===== src/rtl/cpu_pkg.sv =====
// Shared datapath constants: operand source indices and skid-buffer state encoding.
package cpu_pkg;

  // Operand source indices as seen on the flattened data_i bus.
  localparam int SRC_RF    = 0;
  localparam int SRC_EXMEM = 1;
  localparam int SRC_MEMWB = 2;
  localparam int SRC_IMM   = 3;

  // Occupancy of the 2-entry skid buffer.
  typedef enum logic [1:0] {
    ST_EMPTY = 2'd0,
    ST_ONE   = 2'd1,
    ST_FULL  = 2'd2
  } skid_state_e;

endpackage : cpu_pkg


===== src/rtl/pipe_skid_reg.sv =====
// Two-entry skid register: main register feeds the output, the skid register
// catches the one beat that can arrive while ready_o is being withdrawn.
module pipe_skid_reg
  import cpu_pkg::*;
#(
  parameter int WIDTH = 32
) (
  input  logic             clk_i,
  input  logic             rst_i,
  input  logic [WIDTH-1:0] in_data_i,
  input  logic             in_valid_i,
  output logic             in_ready_o,
  input  logic             flush_i,
  output logic [WIDTH-1:0] out_data_o,
  output logic             out_valid_o,
  input  logic             out_ready_i,
  output logic             accept_o
);

  skid_state_e      state_q, state_d;
  logic [WIDTH-1:0] main_q, main_d;
  logic [WIDTH-1:0] skid_q, skid_d;
  logic             ready_q, ready_d;
  logic             valid_q, valid_d;
  logic             accept_s;
  logic             pop_s;

  // Next-state, buffer moves and registered handshake outputs.
  always_comb begin
    state_d  = state_q;
    main_d   = main_q;
    skid_d   = skid_q;
    accept_s = in_valid_i && ready_q && !flush_i;
    pop_s    = valid_q && out_ready_i;
    if (flush_i) begin
      state_d = ST_EMPTY;
    end else begin
      case (state_q)
        ST_EMPTY: begin
          if (accept_s) begin
            state_d = ST_ONE;
            main_d  = in_data_i;
          end else begin
            state_d = ST_EMPTY;
          end
        end
        ST_ONE: begin
          if (accept_s && !pop_s) begin
            state_d = ST_FULL;
            skid_d  = in_data_i;
          end else if (accept_s && pop_s) begin
            state_d = ST_ONE;
            main_d  = in_data_i;
          end else if (pop_s) begin
            state_d = ST_EMPTY;
          end else begin
            state_d = ST_ONE;
          end
        end
        ST_FULL: begin
          if (pop_s) begin
            state_d = ST_ONE;
            main_d  = skid_q;
          end else begin
            state_d = ST_FULL;
          end
        end
        default: begin
          state_d = ST_EMPTY;
        end
      endcase
    end
    ready_d = (state_d != ST_FULL);
    valid_d = (state_d != ST_EMPTY);
  end

  // State and data registers with synchronous active-low reset.
  always_ff @(posedge clk_i) begin
    if (!rst_i) begin
      state_q <= ST_EMPTY;
      main_q  <= {WIDTH{1'b0}};
      skid_q  <= {WIDTH{1'b0}};
      ready_q <= 1'b1;
      valid_q <= 1'b0;
    end else begin
      state_q <= state_d;
      main_q  <= main_d;
      skid_q  <= skid_d;
      ready_q <= ready_d;
      valid_q <= valid_d;
    end
  end

  assign in_ready_o  = ready_q;
  assign out_valid_o = valid_q;
  assign out_data_o  = main_q;
  assign accept_o    = accept_s;

endmodule : pipe_skid_reg


===== src/rtl/operand_sel_stage.sv =====
// Operand-select stage: N_SRC-way operand mux with range check, registered
// behind a valid/ready skid buffer in front of the ALU.
module operand_sel_stage
  import cpu_pkg::*;
#(
  parameter  int WIDTH = 32,
  parameter  int N_SRC = 4,
  localparam int SEL_W = $clog2(N_SRC)
) (
  input  logic                   clk_i,
  input  logic                   rst_i,
  input  logic [N_SRC*WIDTH-1:0] data_i,
  input  logic [SEL_W-1:0]       select_i,
  input  logic                   valid_i,
  output logic                   ready_o,
  input  logic                   flush_i,
  output logic [WIDTH-1:0]       data_o,
  output logic                   valid_o,
  input  logic                   ready_i,
  output logic                   sel_err_o
);

  logic             sel_bad_s;
  logic [SEL_W-1:0] sel_idx_s;
  logic [WIDTH-1:0] sel_data_s;
  logic             accept_s;
  logic             sel_err_q, sel_err_d;

  // Out-of-range selects fall back to the register-file source.
  always_comb begin
    sel_bad_s = (32'(select_i) >= 32'(N_SRC));
    if (sel_bad_s) begin
      sel_idx_s = SEL_W'(SRC_RF);
    end else begin
      sel_idx_s = select_i;
    end
    sel_data_s = data_i[sel_idx_s*WIDTH +: WIDTH];
    sel_err_d  = accept_s && sel_bad_s;
  end

  pipe_skid_reg #(
    .WIDTH (WIDTH)
  ) u_skid (
    .clk_i       (clk_i),
    .rst_i       (rst_i),
    .in_data_i   (sel_data_s),
    .in_valid_i  (valid_i),
    .in_ready_o  (ready_o),
    .flush_i     (flush_i),
    .out_data_o  (data_o),
    .out_valid_o (valid_o),
    .out_ready_i (ready_i),
    .accept_o    (accept_s)
  );

  // Select-error pulse for the beat accepted on the previous edge.
  always_ff @(posedge clk_i) begin
    if (!rst_i) begin
      sel_err_q <= 1'b0;
    end else begin
      sel_err_q <= sel_err_d;
    end
  end

  assign sel_err_o = sel_err_q;

endmodule : operand_sel_stage


===== config.mk =====
export PLATFORM = sky130hd
export DESIGN_NAME = operand_sel_stage
export DESIGN_NICKNAME = d
export VERILOG_FILES = /design/src/rtl/cpu_pkg.sv /design/src/rtl/pipe_skid_reg.sv /design/src/rtl/operand_sel_stage.sv
export SDC_FILE = /design/constraint.sdc
export NUM_CORES = 1
export LEC_CHECK = 0
export ABC_AREA = 1
export BUFFER_PORTS_ARGS = -buffer_cell sky130_fd_sc_hd__buf_4
export CORE_MARGIN = 5
export CORE_UTILIZATION = 44
export CTS_CLUSTER_DIAMETER = 120
export CTS_CLUSTER_SIZE = 12
export DETAILED_ROUTE_END_ITERATION = 16
export PLACE_DENSITY = 0.73
export SYNTH_ARGS = -nofsm -noshare
export SYNTH_HDL_FRONTEND = slang
export SYNTH_SLANG_ARGS = --single-unit

===== constraint.sdc =====
create_clock -name clk_i -period 1.3 [get_ports clk_i]
set_input_delay 0.26 -clock clk_i [delete_from_list [all_inputs] [get_ports clk_i]]
set_output_delay 0.26 -clock clk_i [all_outputs]
set_load 0.03 [all_outputs]

======== Word level (Yosys, flattened, before mapping) ========
Index checks and enable logic that the tools add are counted.
cells by class
  bitwise logic cells ..................... 1
  reduce and logical (&&, ||, !) cells .... 12
  equal/unequal tests ..................... 7
  muxes and demuxes ....................... 12
  shift operators ......................... 1
operator list
  kind                count
  $mux 32             4
  $shiftx 128x8->32   1
  $pmux 32 s3         1
  $mux 2              4
  $ne 2x2->1 const B  3
  $pmux 2 s3          1
  $reduce_and 6->1    1
  $logic_and 1x1->1   5
  $ne 2x1->1 const B  2
  $reduce_and 3->1    1
  $reduce_bool 3->1   1
  $eq 2x1->1 const B  1
  $eq 2x2->1 const B  1
  $logic_not 1->1     2
  $logic_not 2->1     1
  $mux 1              2
  $reduce_bool 2->1   1
  $not 1->1           1
word-level totals
  word-level logic and storage cells ...... 38
  input port bits ......................... 135
  output and inout bits ................... 35
  bits in registers ....................... 68

======== Logic depth before layout (Yosys ltp) ========
Gate-level depths: netlist of the first run.
  depth in word-level cells ............... 8
  mapped depth ............................ 8
  gate-level depth less buffers ........... 7

======== Hierarchy ========
From an unflattened synthesis of the first run, not the netlist that was laid out.
unflattened totals
  cells, all modules ...................... 864
  area, all modules ....................... 4825.9 µm²
modules (own cells, without submodules)
  module             area an instance (µm²)  sequential area each (µm²)  cells an instance  times used
  pipe_skid_reg      3251.9                  1361.3                      488                1
  operand_sel_stage  1574.0                  0.0                         376                1

======== Worst setup path before layout of the first run ========
No wires, ideal clock.
  path kind ............................... flip-flop to flip-flop
  start point ............................. register u_skid.ready_q, in the netlist u_skid.in_ready_o
  end point ............................... register u_skid.main_q[0], in the netlist u_skid.out_data_o[0]
  path slack .............................. -0.177 ns
  setup time .............................. 0.113 ns
  required time ........................... 1.187 ns
  data arrival time ....................... 1.365 ns
  clock period less this slack ............ 1.477 ns
  path buffers ............................ 1
  stages on the path, launching flop included .. 7
  cells stage by stage .................... dfxtp_1 -> nand2_1 -> a21oi_2 -> clkbuf_1 -> nand3_1 -> nor2_1 -> nor2_1
on the way
  longest elaborated chain between the ends .. 5
  elaborated cells between the ends (all ways) .. 8
  classes of those cells .................. eq/ne: 3; reduce/logical: 5
ends and longest elaborated chain
  what                                                       RTL line                                  text
  start, declared                                            pipe_skid_reg.sv:23                       logic ready_q, ready_d;
  start signal, assigned                                     pipe_skid_reg.sv:89                       ready_q <= ready_d;
  $logic_and 1x1->1 (*) (2 in a row)                         pipe_skid_reg.sv:33                       accept_s = in_valid_i && ready_q && !flush_i;
  $logic_and 1x1->1 (on tied branches)                       pipe_skid_reg.sv:48, pipe_skid_reg.sv:51
  $ne 2x2->1 (no source line) or $ne 2x1->1 (tied branches)  n/a
  $reduce_and 6->1 (no source line) (*)                      n/a
  end signal, assigned                                       pipe_skid_reg.sv:81                       main_q <= {WIDTH{1'b0}};
  end signal, assigned                                       pipe_skid_reg.sv:87                       main_q <= main_d;
  end, declared                                              pipe_skid_reg.sv:21                       logic [WIDTH-1:0] main_q, main_d;
Mark *: on every way between the ends. The rest lies on a longest branch, timed or not.
A chain may end at the register's enable or synchronous reset.

======== Final worst setup path of the first run ========
  start point ............................. register u_skid.state_q[1]
  end point ............................... register u_skid.main_q[22], in the netlist u_skid.out_data_o[22]
on the way
  longest elaborated chain between the ends .. 3
  elaborated cells between the ends (all ways) .. 10
  classes of those cells .................. eq/ne: 6; mux: 1; reduce/logical: 3
ends and longest elaborated chain
  what                                                       RTL line             text
  start, declared                                            pipe_skid_reg.sv:20  skid_state_e state_q, state_d;
  start signal, assigned                                     pipe_skid_reg.sv:86  state_q <= state_d;
  $eq 2x2->1, or another cell as far along                   pipe_skid_reg.sv:38  case (state_q)
  $ne 2x1->1 (no source line), or another cell as far along  n/a
  $reduce_and 6->1 (no source line)                          n/a
Several ways; a longest one is shown, not always the timed one.

==> qor.tcl, run 1 <==
set qor(path_class) {reg2reg}
set qor(clock_path_buffers) 2
set qor(path_max_fanout) 8
set qor(mappedNetlistNets) 845
set qor(finalHoldViolCount) 0
set qor(fillerInstances) 747
set qor(detailedPlacementHpwl_um) 10000
set qor(avgSynthCellArea_um2) 5.74
set qor(yosysSeqAreaShare_pct) 33.4
set qor(die-height_um) 106
set qor(global_route.usage.met3_pct) 5.40
set qor(violated_checks) {negative setup slack}
set qor(grt-busiest-layer) {met2}
set qor(clock_tree.root_cell) {sky130_fd_sc_hd__clkbuf_8}
set qor(grt.total_usage_pct) 24.1
set qor(timing.critical_path.required_ns) 1.59
set qor(global_route_track_usage_on_met1_pct) 28.5
set qor(grt_first_pass_wirelength_um) 22300
set qor(ys.warnings.count) 0
set qor(worst_setup_hold_path_clk_slew_ns) 0.07
set qor(dr_total_vias) 5334
set qor(finalWeightedCongestion) 0.842
set qor(yosysUniqueCellTypes) 17
set qor(skew_ns) 0.00500
set qor(place_ws_ns) -0.0625
set qor(detailedRoute.firstPassIterationCount) 5
set qor(grt_setup_unrepaired) {yes}
set qor(critical-path-slowest-cell) {sky130_fd_sc_hd__dfxtp_4}
set qor(wirelength_um) 15900
set qor(num_io_pins) 170
set qor(static-leakage-power_nw) 3.37
set qor(fin_area_mm2) 0.00658
set qor(clock-sinks) 68
set qor(number_of_cts_inserted_buffers) 9
set qor(antenna_cells) 0
set qor(avgViaCountPerCell) 5.28
set qor(stdcell_count) 1010
set qor(critical_path_arrival_ns) 1.74
set qor(route.detailed.wl_per_inst_um) 15.8
set qor(total_power_consumption_of_the_routed_design_mw) 5.65
set qor(number_of_buffer_cells_added_on_primary_ports) 168
set qor(clock_insertion_delay_worst_skew_ns) 0.35
set qor(mostFrequentLayoutCell) {sky130_fd_sc_hd__nand2_1}
set qor(area_of_the_mapped_netlist_mm2) 0.00408
set qor(drt_iter0_markers) 246
set qor(drive_gt1_share_pct) 33.6
set qor(worst_hold_margin_ns) 0.292
set qor(cp_cell_sequence) {inv_4, buf_6, a21oi_4, buf_12, nand2_8, clkbuf_16, nand2_2, nand2_1, nor2_1}
set qor(cap_viol_max_count) 0
set qor(grt_pass1_vias) 4926
set qor(max_slew_violation_count) 0
set qor(die_w_um) 106
set qor(h-tree-depth) 3
set qor(synth.ff_latch_count) 68
set qor(power-per-cell-area_mw_per_mm2) 858
set qor(grt_antenna_before_repair) 0
set qor(groute.layer.met2.usage_pct) 42.4
set qor(layout.cells.most_common_list) {sky130_fd_sc_hd__nand2_1, sky130_fd_sc_hd__buf_4, sky130_fd_sc_hd__nor2_1}
set qor(layout_area_growth_over_synthesis_pct) 61.4
set qor(worst_slack_ns) -0.151
set qor(starting_density_of_the_core_pct) 44.6
set qor(drt_drc_violations_left) 0
set qor(row_count) 35
set qor(dp_cells) 971
set qor(synthCells) 710
set qor(fp.dieArea_mm2) 0.0113
set qor(startpoint_type) {flip-flop}
set qor(min_path_type) {in2reg}
set qor(globalRoute.totalOverflow) 0
set qor(setup_crit_end_kind) {flip-flop}
set qor(crit_path_max_incr_delay_ns) 0.37
set qor(fin_nets) 1030
set qor(antenna_left) 0
set qor(finalSetupViolCount) 64
set qor(grt_max_degree) 41
set qor(outcome) {finished with violations}
set qor(tritoncts) {done}
set qor(fmaxAchievable_mhz) 689
set qor(ir_drop_mv) 0.401
set qor(finalCriticalPeriod_ns) 1.45
set qor(fin_crit_sh_pct) 112
set qor(core_mm2) 0.00915
set qor(placed_cell_area_mm2) 0.00560
stage by stage:
stage          TNS (ns)  util [%]
3_3_place_gp     -0.229      61.2
2_1_floorplan         0         -
6_report          -4.16      71.9
4_1_cts          -0.192      64.9
5_1_grt           -8.04      71.9
3_5_place_dp      -1.16      61.2
registers in the layout (all words and copies together) (netlist names):
| signal | count |
|---|---|
| u_skid.in_ready_o | 1 |
| u_skid.out_data_o | 32 |
| u_skid.state_q | 2 |
| u_skid.out_valid_o | 1 |
| u_skid.skid_q | 32 |
metal layers:
layer	share of wire, %	wire (µm)
met1	39	6270
met2	48	7690
met3	8.3	1320
met4	4.1	652
met5	0	0
cells by family after synthesis:
group                  Yosys count  synth area share [%]
other                            1                0.0920
AO/OA/AOI/OAI                   66                  9.39
AND/OR/NAND/NOR                485                  47.8
flip-flops                      68                  33.4
buffers and inverters           90                  9.30
Yosys cell counts:
cell type / count / area share, %
sky130_fd_sc_hd__o21ai_0: 17 / 2.1
sky130_fd_sc_hd__clkbuf_1: 23 / 2.1
sky130_fd_sc_hd__o21bai_1: 15 / 2.8
sky130_fd_sc_hd__nor2_1: 116 / 11
sky130_fd_sc_hd__conb_1: 1 / 0.092
sky130_fd_sc_hd__nor2_2: 2 / 0.31
sky130_fd_sc_hd__a21oi_1: 32 / 3.9
sky130_fd_sc_hd__a21oi_4: 1 / 0.40
sky130_fd_sc_hd__nand2_1: 268 / 25
sky130_fd_sc_hd__nand4_1: 1 / 0.15
sky130_fd_sc_hd__nand3_1: 98 / 12
sky130_fd_sc_hd__inv_2: 4 / 0.37
sky130_fd_sc_hd__buf_4: 4 / 0.74
sky130_fd_sc_hd__a21oi_2: 1 / 0.21
sky130_fd_sc_hd__buf_2: 21 / 2.6
sky130_fd_sc_hd__dfxtp_1: 68 / 33
sky130_fd_sc_hd__inv_1: 38 / 3.5
worst paths after layout:
check / from / end / slack [ns] / depth (start not counted)
hold / removal: data_i[16] / u_skid.skid_q[16] / 0.29 / 5
setup / recovery: u_skid.state_q[1] / u_skid.out_data_o[22] / -0.15 / 9
hold reg to reg: u_skid.skid_q[30] / u_skid.skid_q[30] / 0.51 / 2
setup reg to reg: u_skid.state_q[1] / u_skid.out_data_o[22] / -0.15 / 9
worst max-delay path: cells and delay by family (launching register included):
kind | cells | cell delay, ns
flops | 1 | 0.37
compound gates | 1 | 0.16
buf+inv | 4 | 0.51
simple gates | 4 | 0.33
what timing repair did:
| action | CTS | global route |
|---|---|---|
| pin swaps | 8 | 40 |
| gates resized for setup | 12 | 89 |
| hold endpoints to repair | 0 | 0 |
| gates cloned | 2 | 13 |
| endpoints found under the setup margin | 37 | 63 |
| buffers inserted | 5 | 6 |
| hold buffers | 0 | 0 |
report_power, final:
part           internal, mW  switching (mW)  leakage [nW]  total [mW]
Sequential             2.18          0.0617         0.556        2.24
Clock                 0.917           0.823        0.0979        1.74
Combinational         0.771           0.896          2.72        1.67
Total                  3.87            1.78          3.37        5.65
area by class of cell:
class / count / area [µm²] / area share (%)
clock buffers: 10 / 138 / 2.09
flip-flops and latches: 68 / 1370 / 20.8
well taps: 111 / 139 / 2.11
inverters: 42 / 173 / 2.62
multi-input cells: 552 / 2590 / 39.4
repair buffers: 222 / 2120 / 32.2
clock inverters: 5 / 52.6 / 0.799
(Power assumes the default switching activity.)
==> inputs of run 2 (changes only) <==
- ABC_AREA: 1 -> 0
==> run 2 against run 1 <==
Net effect:
- fmax fell by 6.6%
- non-clock buffer count decreased by 1
- largest power group unchanged
- the flow still finishes with violations (negative setup slack)
- flip-flop and latch count unchanged
- critical path type unchanged
- sequential power is essentially flat
- sequential share of layout area shrank 0.21 points
- register-to-register slack got worse by 0.10 ns
- combinational power grew 2%
==> qor.tcl, run 2 <==
set qor(starting_density_of_the_core_pct) 45.0 ;# +0.46 points
set qor(core_mm2) 0.00924 ;# +0.96%
set qor(number_of_cts_inserted_buffers) 9 ;# unchanged
set qor(fp.dieArea_mm2) 0.0115 ;# +1.8%
set qor(clock_path_buffers) 2 ;# unchanged
set qor(static-leakage-power_nw) 2.81 ;# -17%
set qor(route.detailed.wl_per_inst_um) 20.6 ;# +31%
set qor(dr_total_vias) 4238 ;# -21%
set qor(antenna_left) 0 ;# unchanged
set qor(clock_tree.root_cell) {sky130_fd_sc_hd__clkbuf_8}
set qor(num_io_pins) 170 ;# unchanged
set qor(avgSynthCellArea_um2) 10.4 ;# +81%
set qor(setup.worst_path.start) {u_skid.state_q[1]}
set qor(critical_path_depth) 5 ;# -4
set qor(finalHoldViolCount) 0 ;# unchanged
set qor(detailroute.wirelength.met3_um) 1100 ;# -16%
set qor(totalNegativeSetupSlack_ns) -11.10 ;# -6.94 ns
set qor(yosysSeqAreaShare_pct) 32.7 ;# -0.65 points
set qor(critical_path.top_delay_family) {flip-flops}
set qor(path_max_fanout) 12 ;# +4
set qor(number_of_buffer_cells_added_on_primary_ports) 168 ;# unchanged
set qor(grt_antenna_before_repair) 0 ;# unchanged
set qor(crit_path_max_incr_delay_ns) 0.38 ;# about the same
set qor(grt_pass1_vias) 4459 ;# -9.5%
set qor(min_path_type) {in2reg}
set qor(die_w_um) 107 ;# +0.90%
set qor(grt_max_degree) 48 ;# +17%
set qor(detailedRoute.firstPassIterationCount) 5 ;# unchanged
set qor(max_slew_violation_count) 0 ;# unchanged
set qor(skew_ns) 0.0131 ;# +0.00815 ns
set qor(layout.cells.most_common_list) {sky130_fd_sc_hd__buf_4, sky130_fd_sc_hd__dfxtp_1, sky130_fd_sc_hd__inv_1}
set qor(worst_r2r_startpoint) {u_skid.state_q[1]}
set qor(grt_first_pass_wirelength_um) 22400 ;# +0.21%
set qor(cp_cell_sequence) {buf_6, nand2b_4, buf_12, mux2_4, o311a_1}
set qor(detailedPlacementHpwl_um) 9390 ;# -6.4%
set qor(synth.ff_latch_count) 68 ;# unchanged
set qor(layout_area_growth_over_synthesis_pct) 60.4
set qor(yosysUniqueCellTypes) 32 ;# +15
set qor(timing.critical_path.required_ns) 1.52 ;# -0.07 ns
set qor(synth_area_leader_cell) {sky130_fd_sc_hd__dfxtp_1}
set qor(met2RoutedLength_um) 7610 ;# -0.99%
set qor(area_occupied_by_multi_input_gates_mm2) 0.00281 ;# +8.4%
set qor(violated_checks) {negative setup slack}
set qor(wl_met1_um) 5670 ;# -9.6%
set qor(finalSetupViolCount) 67 ;# +4.7%
set qor(drt_drc_violations_left) 0 ;# unchanged
set qor(synthDominantCellAreaShare_pct) 32.7 ;# -0.65 points
set qor(top_signal_layer_used) {met4}
set qor(worst_slack_ns) -0.254 ;# -0.103 ns
set qor(startpoint_type) {flip-flop}
set qor(path_class) {reg2reg}
set qor(row_count) 35 ;# unchanged
set qor(worst-r2r-cell-count) 5 ;# -4
set qor(worst_r2r_endpoint) {u_skid.out_data_o[14]}
set qor(clock-sinks) 68 ;# unchanged
set qor(wirelength_um) 14600 ;# -8.3%
set qor(drt_iter0_markers) 285 ;# +16%
set qor(synthCells) 400 ;# -44%
set qor(antenna_cells) 0 ;# unchanged
set qor(fillerInstances) 637 ;# -15%
set qor(finalWeightedCongestion) 0.842 ;# about the same
set qor(area_of_the_mapped_netlist_mm2) 0.00416 ;# +2.0%
set qor(fin_nets) 711 ;# -31%
set qor(worst_hold_path_depth) 2 ;# -3
set qor(power-per-cell-area_mw_per_mm2) 866 ;# +0.84%
set qor(fin_crit_sh_pct) 120 ;# +7.9 points
set qor(stdcell_count) 710 ;# -30%
set qor(synth_enable_flop_cells) 0 ;# unchanged
set qor(die-height_um) 107 ;# +0.90%
set qor(ys_top_cells_by_count) {sky130_fd_sc_hd__dfxtp_1, sky130_fd_sc_hd__clkbuf_1, sky130_fd_sc_hd__nand3_1}
set qor(r2r_slack_ns) -0.25 ;# -0.10 ns
set qor(grt_setup_unrepaired) {yes}
set qor(hold_sp) {ready_i}
set qor(ys.warnings.count) 0 ;# unchanged
set qor(synthFlopType) {sky130_fd_sc_hd__dfxtp_1}
set qor(avgViaCountPerCell) 5.97 ;# +13%
set qor(drive_gt1_share_pct) 61.3 ;# +28 points
set qor(tritoncts) {done}
set qor(ys_async_sr_fraction_pct) 0 ;# unchanged
set qor(place_ws_ns) -0.519 ;# -0.457 ns
set qor(hold-path-endpoint) {u_skid.state_q[1]}
set qor(ranking_of_synthesized_cells_by_area) {sky130_fd_sc_hd__dfxtp_1, sky130_fd_sc_hd__mux4_2, sky130_fd_sc_hd__mux2_2, sky130_fd_sc_hd__o311a_1, sky130_fd_sc_hd__o221ai_1}
set qor(fmaxAchievable_mhz) 644 ;# -6.6%
set qor(critical_path_arrival_ns) 1.78 ;# +0.04 ns
set qor(finalCriticalPeriod_ns) 1.55 ;# +0.103 ns
set qor(h-tree-depth) 3 ;# unchanged
set qor(grt.total_usage_pct) 24.5 ;# +0.37 points
set qor(regArea_mm2) 0.00137 ;# +0.37%
set qor(mappedNetlistNets) 535 ;# -37%
set qor(critical-path-slowest-cell) {sky130_fd_sc_hd__dfxtp_4}
set qor(dp_cells) 679 ;# -30%
set qor(cap_viol_max_count) 0 ;# unchanged
set qor(mostFrequentLayoutCell) {sky130_fd_sc_hd__buf_4}
set qor(outcome) {finished with violations}
set qor(timing.critical_path.buf_inv) 2 ;# -2
set qor(post-synth-top-count-cell) {sky130_fd_sc_hd__dfxtp_1}
set qor(worst_setup_hold_path_clk_slew_ns) 0.08 ;# about the same
set qor(ir_drop_mv) 0.470 ;# +17%
set qor(globalRoute.totalOverflow) 0 ;# unchanged
set qor(clock_insertion_delay_worst_skew_ns) 0.34 ;# about the same
set qor(setup_crit_end_kind) {flip-flop}
## run 2: kinds of logic after synthesis
| family | share of synthesized area [%] |
|---|---|
| and+or+nand+nor | 5.14 |
| DFF | 32.7 |
| AOI/OAI and AO/OA | 26.1 |
| other | 0.0902 |
| muxes | 26.2 |
| buffers and inverters | 9.78 |
## run 2: final cells by class
class,instances,area share [%]
inverters,33,1.86
flip-flops and latches,68,20.6
clock buffers,10,2.06
repair buffers,221,29.9
multi-input cells,243,42.1
clock inverters,6,1.03
well taps,129,2.42
## run 2: metal layers
| metal | global-route usage, % | up-vias |
|---|---|---|
| li1 | - | 1927 |
| met1 | 29.4 | 2104 |
| met2 | 42.5 | 186 |
| met3 | 6.02 | 21 |
| met4 | 8.68 | 0 |
| met5 | 0 | - |
## run 2: worst register-to-register path, stage by stage (launching register included)
cell and delay (ns):
sky130_fd_sc_hd__dfxtp_4 0.38, sky130_fd_sc_hd__buf_6 0.12, sky130_fd_sc_hd__nand2b_4 0.12, sky130_fd_sc_hd__buf_12 0.18, sky130_fd_sc_hd__mux2_4 0.32, sky130_fd_sc_hd__o311a_1 0.33
## run 2: power by group
part,leakage (nW),total (mW),internal (mW),switching [mW]
Clock,0.103,1.84,0.953,0.885
Sequential,0.557,2.22,2.17,0.0570
Combinational,2.15,1.71,0.961,0.754
Total,2.81,5.78,4.08,1.70
## run 2: worst max-delay path by stage
stage / to / slack (ns)
after floorplan: u_skid.out_data_o[20] / -0.35
after global placement: u_skid.out_data_o[9] / -0.51
after detailed placement: u_skid.out_data_o[11] / -0.52
after CTS: u_skid.out_data_o[20] / -0.20
after global routing: u_skid.out_data_o[20] / -0.29
final: u_skid.out_data_o[14] / -0.25
## run 2: per-stage QoR
step | area [µm²] | power [mW] | hold WS [ns] | utilization [%]
after floorplan | 4350 | 3.16 | 0.452 | -
after global placement | 5930 | 3.77 | 0.459 | 64.1
after detailed placement | 5930 | 3.80 | 0.468 | 64.1
after CTS | 6470 | 5.75 | 0.152 | 70.1
after global routing | 6670 | 6.00 | 0.163 | 72.2
final | 6670 | 5.78 | 0.169 | 72.2
## run 2: what timing repair did
action	4_1_cts	5_1_grt
endpoints found under the hold margin	0	0
hold buffers	0	0
setup endpoints to repair	68	69
pin swaps	11	64
resized for setup	85	57
buffers inserted	5	8
cloned	5	1
==> inputs of run 3 (changes only) <==
- PLACE_DENSITY: 0.73 -> 0.78
==> run 3 against run 2 <==
Net effect:
- the flow still finishes with violations (negative setup slack)
- flip-flop and latch count did not move
- utilization rose by 4.0 points
- sequential power about the same
- combinational power up 12%
- clock power is 16% lower
==> qor.tcl, run 3 (synthesis gave the netlist of run 2 again) <==
set qor(mostFrequentLayoutCell) {sky130_fd_sc_hd__buf_4}
set qor(finalSetupViolCount) 68 ;# +1.5%
set qor(setup_crit_end_kind) {flip-flop}
set qor(globalRoute.totalOverflow) 0 ;# unchanged
set qor(clock_path_buffers) 2 ;# unchanged
set qor(static-leakage-power_nw) 2.91 ;# +3.6%
set qor(grt_antenna_before_repair) 0 ;# unchanged
set qor(drt_drc_violations_left) 0 ;# unchanged
set qor(timing.critical_path.required_ns) 1.57 ;# +0.05 ns
set qor(skew_ns) 0.0102 ;# -0.00296 ns
set qor(finalWeightedCongestion) 0.835 ;# -0.74%
set qor(grt_setup_unrepaired) {yes}
set qor(clock-sinks) 68 ;# unchanged
set qor(finalHoldViolCount) 0 ;# unchanged
set qor(grt.total_usage_pct) 25.2 ;# +0.65 points
set qor(avgViaCountPerCell) 6.45 ;# +8.0%
set qor(worst_setup_hold_path_clk_slew_ns) 0.07 ;# about the same
set qor(layout.cells.most_common_list) {sky130_fd_sc_hd__buf_4, sky130_fd_sc_hd__dfxtp_1, sky130_fd_sc_hd__inv_1}
set qor(dp_cells) 674 ;# -0.74%
set qor(fillerInstances) 522 ;# -18%
set qor(grt_pass1_vias) 4556 ;# +2.2%
set qor(stdcell_count) 719 ;# +1.3%
set qor(path_class) {reg2reg}
set qor(max_slew_violation_count) 0 ;# unchanged
set qor(clock_tree.root_cell) {sky130_fd_sc_hd__clkbuf_8}
set qor(clock_insertion_delay_worst_skew_ns) 0.34 ;# about the same
set qor(critical_path_arrival_ns) 1.94 ;# +0.16 ns
set qor(post_cts_hold_buffer_count) 0 ;# unchanged
set qor(number_of_buffer_cells_added_on_primary_ports) 168 ;# unchanged
set qor(wirelength_um) 17700 ;# +21%
set qor(die-height_um) 107 ;# unchanged
set qor(grt_max_degree) 49 ;# +2.1%
set qor(drt_iter0_markers) 409 ;# +44%
set qor(crit_path_max_incr_delay_ns) 0.38 ;# about the same
set qor(path_max_fanout) 16 ;# +4
set qor(min_path_type) {in2reg}
set qor(starting_density_of_the_core_pct) 45.0 ;# unchanged
set qor(fin_crit_sh_pct) 128 ;# +8.9 points
set qor(cp_cell_sequence) {buf_6, nand4bb_4, buf_12, buf_16, o221ai_1, o311a_1}
set qor(dr_total_vias) 4637 ;# +9.4%
set qor(violated_checks) {negative setup slack}
set qor(die_w_um) 107 ;# unchanged
set qor(route.detailed.wl_per_inst_um) 24.6 ;# +20%
set qor(antenna_cells) 0 ;# unchanged
set qor(post-route-util_pct) 76.2 ;# +4.0 points
set qor(fp.dieArea_mm2) 0.0115 ;# unchanged
set qor(worst_slack_ns) -0.370 ;# -0.116 ns
set qor(drive_gt1_share_pct) 66.9 ;# +5.7 points
set qor(finalCriticalPeriod_ns) 1.67 ;# +0.116 ns
set qor(critical-path-slowest-cell) {sky130_fd_sc_hd__dfxtp_4}
set qor(startpoint_type) {flip-flop}
set qor(outcome) {finished with violations}
set qor(tritoncts) {done}
set qor(antenna_left) 0 ;# unchanged
set qor(worst_hold_path_depth) 2 ;# unchanged
set qor(ir_drop_mv) 0.484 ;# +3.0%
set qor(number_of_cts_inserted_buffers) 9 ;# unchanged
set qor(row_count) 35 ;# unchanged
set qor(layout_area_growth_over_synthesis_pct) 69.4
set qor(num_io_pins) 170 ;# unchanged
set qor(worst-r2r-cell-count) 6 ;# +1
set qor(h-tree-depth) 3 ;# unchanged
set qor(detailedRoute.firstPassIterationCount) 5 ;# unchanged
set qor(grt_first_pass_wirelength_um) 22900 ;# +2.5%
set qor(core_mm2) 0.00924 ;# unchanged
set qor(detailedPlacementHpwl_um) 9560 ;# +1.9%
set qor(cap_viol_max_count) 0 ;# unchanged
set qor(fin_nets) 720 ;# +1.3%
set qor(power-per-cell-area_mw_per_mm2) 807 ;# -6.8%
set qor(fmaxAchievable_mhz) 599 ;# -6.9%
==> run 3: through the flow <==
stage	area (µm²)	hold WS [ns]	TNS [ns]	setup WS [ns]	power, mW
finish	7040	0.134	-11.94	-0.370	5.68
global placement	5860	0.459	-23.71	-0.524	3.76
CTS	6550	0.133	-9.51	-0.209	5.45
detailed placement	5860	0.466	-26.16	-0.566	3.79
global route	7040	0.138	-13.92	-0.371	5.86
floorplan	4350	0.452	-10.98	-0.348	3.16
==> run 3: metal layers <==
metal	vias to the layer above	global-route usage [%]	share of wire, %
li1	1954	-	-
met1	2265	32.2	36
met2	339	42.5	51
met3	79	4.15	9.4
met4	0	9.41	4.1
met5	-	0	0
==> run 3: path summary, 6_finish.rpt <==
kind / to / slack (ns) / from
setup / recovery: u_skid.out_data_o[5] / -0.37 / u_skid.state_q[1]
hold reg to reg: u_skid.skid_q[2] / 0.47 / u_skid.skid_q[2]
hold / removal: u_skid.state_q[1] / 0.13 / ready_i
setup reg to reg: u_skid.out_data_o[5] / -0.37 / u_skid.state_q[1]
==> run 3: layout make-up <==
type | instances | area (µm²) | share of cell area, %
Clock inverter | 4 | 26.3 | 0.373
Timing Repair Buffer | 230 | 2220 | 31.6
Inverter | 33 | 124 | 1.76
Tap cell | 129 | 161 | 2.29
Multi-Input combinational cell | 243 | 3000 | 42.6
Clock buffer | 12 | 135 | 1.92
Sequential cell | 68 | 1370 | 19.5
==> run 3: critical path: cells and delay by family (launching register included) <==
| kind | cells | cell delay, ns |
|---|---|---|
| buffers and inverters | 3 | 0.48 |
| AO/OA/AOI/OAI | 2 | 0.48 |
| flip-flops | 1 | 0.38 |
| AND/OR/NAND/NOR | 1 | 0.26 |
==> run 3: power by group <==
| part | leakage [nW] | switching [mW] | total (mW) | internal (mW) |
|---|---|---|---|---|
| registers | 0.557 | 0.0611 | 2.23 | 2.17 |
| clock network | 0.0803 | 0.855 | 1.55 | 0.693 |
| logic | 2.27 | 0.867 | 1.91 | 1.04 |
==> run 3: what timing repair did <==
item	in CTS	in global routing
endpoints found under the setup margin	68	69
pin swaps	11	46
cloned	8	5
gates resized for setup	109	89
buffers inserted	11	8
